## config.mk

```make
export PLATFORM = sky130hd
export DESIGN_NAME = connect4_turn_ctrl_flat
export DESIGN_NICKNAME = d
export VERILOG_FILES = /design/src/rtl/connect4_turn_ctrl_if.sv /design/src/rtl/connect4_turn_ctrl.sv /design/src/flat_wrapper.sv
export SDC_FILE = /design/constraint.sdc
export NUM_CORES = 1
export LEC_CHECK = 0
export ABC_AREA = 1
export CORE_MARGIN = 4
export CORE_UTILIZATION = 44
export DETAILED_ROUTE_END_ITERATION = 10
export DONT_BUFFER_PORTS = 1
export MAX_ROUTING_LAYER = met4
export PLACE_DENSITY = 0.55
export SYNTH_ARGS = -nofsm -noshare
export SYNTH_HDL_FRONTEND = slang
export SYNTH_SLANG_ARGS = --single-unit
```

## constraint.sdc

```tcl
create_clock -name clk -period 2.8 [get_ports clk]
set_clock_uncertainty 0.1 [all_clocks]
set_input_delay 0.7 -clock clk [delete_from_list [all_inputs] [get_ports clk]]
set_output_delay 0.7 -clock clk [all_outputs]
set_load 0.05 [all_outputs]
```

## src/rtl/connect4_turn_ctrl_if.sv

```systemverilog
// Bundle of signals between the Connect-4 turn sequencer, the board I/O and the placement block.
// master = sequencer side, slave = board/placement/renderer side.
interface connect4_turn_ctrl_if;
  logic        place_btn;
  logic [2:0]  col_sel;
  logic [41:0] red_player;
  logic [41:0] yellow_player;
  logic        valid_move;
  logic        place_en;
  logic        is_red;
  logic [2:0]  col_out;
  logic        board_clear;
  logic        bad_move;
  logic        game_over;
  logic [1:0]  winner;
  logic [2:0]  state_dbg;

  modport master (
    input  place_btn, col_sel, red_player, yellow_player, valid_move,
    output place_en, is_red, col_out, board_clear, bad_move, game_over, winner, state_dbg
  );

  modport slave (
    output place_btn, col_sel, red_player, yellow_player, valid_move,
    input  place_en, is_red, col_out, board_clear, bad_move, game_over, winner, state_dbg
  );
endinterface

```

## src/rtl/connect4_turn_ctrl.sv

```systemverilog
// Connect-4 game sequencer: debounced button -> placement strobe -> acknowledge wait ->
// win/draw check -> turn hand-over, with per-turn time limit and restart handling.
module connect4_turn_ctrl #(
  parameter int unsigned DEBOUNCE_CYCLES = 250000,
  parameter int unsigned RESP_CYCLES     = 4,
  parameter int unsigned TURN_CYCLES     = 250000000
) (
  input  logic                  clk,
  input  logic                  reset,
  connect4_turn_ctrl_if.master  bus
);

  typedef enum logic [2:0] {
    StReady    = 3'd0,
    StIssue    = 3'd1,
    StWaitAck  = 3'd2,
    StSettle   = 3'd3,
    StCheck    = 3'd4,
    StGameOver = 3'd5
  } state_e;

  localparam bit          TimerEn  = (TURN_CYCLES != 0);
  localparam logic [31:0] TurnLoad = TimerEn ? 32'(TURN_CYCLES - 1) : 32'd0;

  state_e      state_q;
  logic [1:0]  sync_q;
  logic        db_level_q;
  logic        db_prev_q;
  logic [31:0] db_cnt_q;
  logic [31:0] turn_cnt_q;
  logic [31:0] ack_cnt_q;
  logic        is_red_q;
  logic        place_en_q;
  logic [2:0]  col_q;
  logic        board_clear_q;
  logic        bad_move_q;
  logic        game_over_q;
  logic [1:0]  winner_q;

  logic        press;
  logic        expired;
  logic [41:0] mover_board;
  logic        win;
  logic        full;

  // Scan all 69 four-windows: horizontal, vertical and both diagonals.
  function automatic logic four_in_row(input logic [41:0] b);
    logic hit;
    hit = 1'b0;
    for (int r = 0; r < 6; r++) begin
      for (int c = 0; c < 7; c++) begin
        if (c <= 3) hit = hit | (b[r*7+c] & b[r*7+c+1] & b[r*7+c+2] & b[r*7+c+3]);
        if (r <= 2) hit = hit | (b[r*7+c] & b[r*7+c+7] & b[r*7+c+14] & b[r*7+c+21]);
        if (r <= 2 && c <= 3)
          hit = hit | (b[r*7+c] & b[r*7+c+8] & b[r*7+c+16] & b[r*7+c+24]);
        if (r <= 2 && c >= 3)
          hit = hit | (b[r*7+c] & b[r*7+c+6] & b[r*7+c+12] & b[r*7+c+18]);
      end
    end
    return hit;
  endfunction

  assign press   = db_level_q & ~db_prev_q;
  assign expired = TimerEn && (turn_cnt_q == 32'd0);

  always_comb begin
    mover_board = is_red_q ? bus.red_player : bus.yellow_player;
    win         = four_in_row(mover_board);
    full        = &(bus.red_player | bus.yellow_player);
  end

  // Level changes only after the synchronized input has disagreed for a full window.
  always_ff @(posedge clk or negedge reset) begin
    if (!reset) begin
      sync_q     <= 2'b00;
      db_level_q <= 1'b0;
      db_prev_q  <= 1'b0;
      db_cnt_q   <= 32'd0;
    end else begin
      sync_q    <= {sync_q[0], bus.place_btn};
      db_prev_q <= db_level_q;
      if (sync_q[1] != db_level_q) begin
        if (db_cnt_q + 32'd1 >= DEBOUNCE_CYCLES) begin
          db_level_q <= sync_q[1];
          db_cnt_q   <= 32'd0;
        end else begin
          db_cnt_q <= db_cnt_q + 32'd1;
        end
      end else begin
        db_cnt_q <= 32'd0;
      end
    end
  end

  always_ff @(posedge clk or negedge reset) begin
    if (!reset) begin
      state_q       <= StReady;
      is_red_q      <= 1'b1;
      place_en_q    <= 1'b0;
      col_q         <= 3'd0;
      board_clear_q <= 1'b0;
      bad_move_q    <= 1'b0;
      game_over_q   <= 1'b0;
      winner_q      <= 2'b00;
      turn_cnt_q    <= TurnLoad;
      ack_cnt_q     <= 32'd0;
    end else begin
      place_en_q    <= 1'b0;
      board_clear_q <= 1'b0;
      bad_move_q    <= 1'b0;
      unique case (state_q)
        StReady: begin
          if (press) begin
            if (bus.col_sel != 3'd7) begin
              col_q      <= bus.col_sel;
              place_en_q <= 1'b1;
              state_q    <= StIssue;
            end else begin
              bad_move_q <= 1'b1;
              if (turn_cnt_q != 32'd0) turn_cnt_q <= turn_cnt_q - 32'd1;
            end
          end else if (expired) begin
            bad_move_q <= 1'b1;
            is_red_q   <= ~is_red_q;
            turn_cnt_q <= TurnLoad;
          end else if (turn_cnt_q != 32'd0) begin
            turn_cnt_q <= turn_cnt_q - 32'd1;
          end
        end
        StIssue: begin
          // The strobe cycle counts as the first cycle of the response window.
          ack_cnt_q <= 32'd1;
          state_q   <= StWaitAck;
        end
        StWaitAck: begin
          if (bus.valid_move) begin
            state_q <= StSettle;
          end else if (ack_cnt_q + 32'd1 >= RESP_CYCLES) begin
            bad_move_q <= 1'b1;
            turn_cnt_q <= TurnLoad;
            state_q    <= StReady;
          end else begin
            ack_cnt_q <= ack_cnt_q + 32'd1;
          end
        end
        StSettle: state_q <= StCheck;
        StCheck: begin
          if (win) begin
            winner_q    <= is_red_q ? 2'b01 : 2'b10;
            game_over_q <= 1'b1;
            state_q     <= StGameOver;
          end else if (full) begin
            winner_q    <= 2'b11;
            game_over_q <= 1'b1;
            state_q     <= StGameOver;
          end else begin
            is_red_q   <= ~is_red_q;
            turn_cnt_q <= TurnLoad;
            state_q    <= StReady;
          end
        end
        StGameOver: begin
          if (press) begin
            board_clear_q <= 1'b1;
            winner_q      <= 2'b00;
            game_over_q   <= 1'b0;
            is_red_q      <= 1'b1;
            turn_cnt_q    <= TurnLoad;
            state_q       <= StReady;
          end
        end
        default: state_q <= StReady;
      endcase
    end
  end

  assign bus.place_en    = place_en_q;
  assign bus.is_red      = is_red_q;
  assign bus.col_out     = col_q;
  assign bus.board_clear = board_clear_q;
  assign bus.bad_move    = bad_move_q;
  assign bus.game_over   = game_over_q;
  assign bus.winner      = winner_q;
  assign bus.state_dbg   = state_q;

endmodule

```

## src/flat_wrapper.sv

```systemverilog
// flat-port wrapper written by rule: the top's interface ports become plain ports
module connect4_turn_ctrl_flat 
#(
  parameter int unsigned DEBOUNCE_CYCLES = 250000,
  parameter int unsigned RESP_CYCLES     = 4,
  parameter int unsigned TURN_CYCLES     = 250000000
)
  (clk, reset, bus_place_btn, bus_col_sel, bus_red_player, bus_yellow_player, bus_valid_move, bus_place_en, bus_is_red, bus_col_out, bus_board_clear, bus_bad_move, bus_game_over, bus_winner, bus_state_dbg);
  connect4_turn_ctrl_if bus_i ();
  input  logic clk;
  input  logic reset;
  input wire logic [$bits(bus_i.place_btn)-1:0] bus_place_btn;
  input wire logic [$bits(bus_i.col_sel)-1:0] bus_col_sel;
  input wire logic [$bits(bus_i.red_player)-1:0] bus_red_player;
  input wire logic [$bits(bus_i.yellow_player)-1:0] bus_yellow_player;
  input wire logic [$bits(bus_i.valid_move)-1:0] bus_valid_move;
  output wire logic [$bits(bus_i.place_en)-1:0] bus_place_en;
  output wire logic [$bits(bus_i.is_red)-1:0] bus_is_red;
  output wire logic [$bits(bus_i.col_out)-1:0] bus_col_out;
  output wire logic [$bits(bus_i.board_clear)-1:0] bus_board_clear;
  output wire logic [$bits(bus_i.bad_move)-1:0] bus_bad_move;
  output wire logic [$bits(bus_i.game_over)-1:0] bus_game_over;
  output wire logic [$bits(bus_i.winner)-1:0] bus_winner;
  output wire logic [$bits(bus_i.state_dbg)-1:0] bus_state_dbg;
  assign bus_i.place_btn = bus_place_btn;
  assign bus_i.col_sel = bus_col_sel;
  assign bus_i.red_player = bus_red_player;
  assign bus_i.yellow_player = bus_yellow_player;
  assign bus_i.valid_move = bus_valid_move;
  assign bus_place_en = bus_i.place_en;
  assign bus_is_red = bus_i.is_red;
  assign bus_col_out = bus_i.col_out;
  assign bus_board_clear = bus_i.board_clear;
  assign bus_bad_move = bus_i.bad_move;
  assign bus_game_over = bus_i.game_over;
  assign bus_winner = bus_i.winner;
  assign bus_state_dbg = bus_i.state_dbg;
  connect4_turn_ctrl #(.DEBOUNCE_CYCLES(DEBOUNCE_CYCLES), .RESP_CYCLES(RESP_CYCLES), .TURN_CYCLES(TURN_CYCLES)) u_core (.clk(clk), .reset(reset), .bus(bus_i));
endmodule
```

==> reports/results.ini <==
[outcome]
outcome = finished with violations
violations = hold timing

[placed_design]
numPortBuffers = 0
dp_hpwl_um = 19400
gp_congestion = 0.927
dp.cells = 1698
place_worst_setup_slack_ns = 0.0397

[pwr]
p_sw_mw = 4.69
pwr_density_cell_nw_per_um2 = 973
irDropWorstVdd_uv = 811
power_frac_seq_pct = 26.3
p_int_mw = 5.32
p_leak_nw = 4.97
power_mw = 10.0
comb_power_share_pct = 49.9
sw_frac_of_total_pct = 46.8
p_clk_share_pct = 23.8

[setup_path]
cp-start-kind = register
ff2ff_setup_slack_ns = 0.12
critPathMaxFanout = 24
path_delay_family = simple AND/OR/NAND/NOR gates
cp-end-kind = register
criticalPathCategory = reg2reg
critPathSlowestCell = dfstp_2
crit_required_ns = 3.06
crit_path_start = u_core.bus.is_red
reg2reg_from = u_core.bus.is_red
slowest_delay_ns = 0.56
arrival_ns = 2.94
cp_cell_sequence = inv_2 > buf_12 > nand2_1 > nand2_1 > nand2_1 > nor2_1 > nor2_1 > nand2_1 > nor2_2 > nand3_1 > nor2_4 > nand3_4 > a21oi_4 > buf_12 > clkbuf_16 > nand3_1 > nand2_1
path_buf_inv = 4
path_common_cell = nand2_1

[logic_synthesis]
yosysSeqAreaShare_pct = 32.4
ys_warn_count = 0
syn-cell-area_um2 = 8790
synth-seq-cells = 113
yosysTopAreaCell = dfrtp_1
async_flop_share_pct = 100
synth_common_cells = nand2_1, nor2_1, inv_1, nand3_1, dfrtp_1
yosysMostFrequentCell = nand2_1
synth.avg_cell_area_um2 = 6.23
synth_top_area_share_pct = 26.5
synth.distinct_cells = 44
synth.top_cells.by_area = dfrtp_1, nand2_1, nor2_1, nand3_1, inv_1
synthFlopType = dfrtp_1
syn_inst = 1412
synth_edf_count = 0

[grt]
track_usage_pct = 24.0
antenna_found_initial = 0
met3_usage_pct = 5.20
grt_util_met2_pct = 38.9
grt_pass1_vias = 8431
grt-ovfl-total = 0
grt_first_pass_wirelength_um = 42000
grt_max_degree = 114
grt.busiest_layer = met2
grtUsageMet1_pct = 30.9

[route]
drc = 0
vias = 8959
drt_iter0_drc = 491
first_pass_iters = 5
routedWlPerCell_um = 15.2
avgViaCountPerCell = 5.15
wl_um = 26500
ant_nets = 0

[timing]
worst_pin_slew_ns = 0.549
fmax_ghz = 0.373
layout_setup_ws_ns = 0.119
period_minus_slack_ns = 2.68
hold_ws_ns = -0.130
post-route-period-util_pct = 95.7
finalHoldViolations = 93
final-setup-viol-count = 0
slew_violations = 0
worst_slew_margin_rel_pct = 63.0

[hold_path]
hp-class = in2async

[finish]
diodes = 0
fin_util_pct = 52.5
nets = 1559
area_delta_synth_final_pct = 16.9
final_cells = 1740
drive_gt1_share_pct = 11.5

[clock_network]
cts_buffers = 17
ctsRootBufferMaster = clkbuf_16
clk_pin_slew_ns = 0.06
cts_tree = yes
ctsHtreeMaxLevel = 4
clk_latency_ns = 0.43
cts_sinks = 113
clk_path_buf_depth = 2

[floorplanning]
start_util_pct = 44.9
die_area_um2 = 22300
pin_count = 104
die_w_um = 149
rows = 51
core-area_um2 = 19600
die_y_um = 149

[job]
cap_violations = 0

## sequential cells by signal, indices dropped and copies added (netlist names)
register                cells
u_core.ack_cnt_q           32
u_core.bus.bad_move         1
u_core.bus.board_clear      1
u_core.bus.col_out          3
u_core.bus.game_over        1
u_core.bus.is_red           1
u_core.bus.place_en         1
u_core.bus.state_dbg        3
u_core.bus.winner           2
u_core.db_cnt_q            32
u_core.db_level_q           1
u_core.db_prev_q            1
u_core.sync_q               2
u_core.turn_cnt_q          32
## through the flow
stage               cell area (um^2)  TNS [ns]
floorplan                       8840         0
global placement                9350         0
detailed placement              9350         0
CTS                             9980         0
global route                   10300    -0.127
finish                         10300         0
## final timing paths
path / endpoint / depth (start not counted)
worst max-delay path: u_core.bus.is_red / 17
worst min-delay path: u_core.ack_cnt_q[11] / 0
worst max register to register: u_core.bus.is_red / 17
worst min register to register: u_core.sync_q[1] / 0
max in group asynchronous: u_core.turn_cnt_q[26] / 0
min in group clk: u_core.sync_q[0] / 0
## cells in the final DEF, fill, tap and decap left out, types with 4 or more instances in the layout
master | netlist | routed
o22ai_1 | 8 | 8
nand2_2 | 7 | 22
nor3_1 | 35 | 35
nor2_1 | 262 | 250
clkinvlp_4 | 0 | 4
nor2_4 | 7 | 13
xor2_1 | 27 | 27
buf_4 | 9 | 31
conb_1 | 1 | 14
dfrtp_1 | 93 | 90
inv_1 | 157 | 156
bufinv_16 | 0 | 4
nand2_4 | 0 | 4
o211ai_1 | 9 | 9
xnor2_1 | 9 | 9
dfstp_2 | 20 | 20
clkbuf_16 | 0 | 19
ha_1 | 6 | 5
nand3_2 | 4 | 4
nand3_1 | 138 | 136
a21oi_1 | 17 | 17
nand2_1 | 453 | 434
nor4_1 | 9 | 9
buf_12 | 0 | 7
o21bai_1 | 33 | 33
inv_6 | 0 | 5
nand3b_1 | 5 | 5
o21ai_0 | 23 | 23
nor2_2 | 6 | 13
nand4_1 | 30 | 30
## logic make-up after synthesis
group / synth area share (%)
compound gates: 7.24
other cells: 0.0426
flops: 32.4
simple gates: 46.6
fa+ha+maj: 0.854
mux: 0.498
xor+xnor: 3.59
buf+inv: 8.78
## layer usage
| metal | part of all wire (%) | wire length, um | vias to the layer above |
|---|---|---|---|
| li1 | - | - | 4581 |
| met1 | 46 | 12200 | 4125 |
| met2 | 47 | 12500 | 224 |
| met3 | 5.3 | 1400 | 29 |
| met4 | 1.3 | 346 | 0 |
| met5 | 0 | 0 | - |
## what timing repair did
action / in CTS / in global routing
resized for setup: 0 / 56
endpoints found under the setup margin: 0 / 74
hold endpoints to repair: 93 / 93
buffers inserted: 0 / 6
## layout make-up
| cell class | count | area (um^2) |
|---|---|---|
| Fill cell | 2008 | 9310 |
| Multi-Input combinational cell | 1123 | 5380 |
| Sequential cell | 113 | 2860 |
| Inverter | 164 | 624 |
| Timing Repair Buffer | 43 | 460 |
| Clock buffer | 18 | 429 |
| Tap cell | 265 | 332 |
| Clock inverter | 14 | 203 |
## power groups by stage
stage                     sequential, mW  combinational, mW  clock [mW]
after floorplan                     2.61               3.36           0
after global placement              2.64               4.62           0
after detailed placement            2.64               4.65           0
after CTS                           2.62               4.66        2.43
after global routing                2.67               5.60        2.51
final                               2.63               5.00        2.38
No activity file was read; power rests on OpenSTA's default activity.
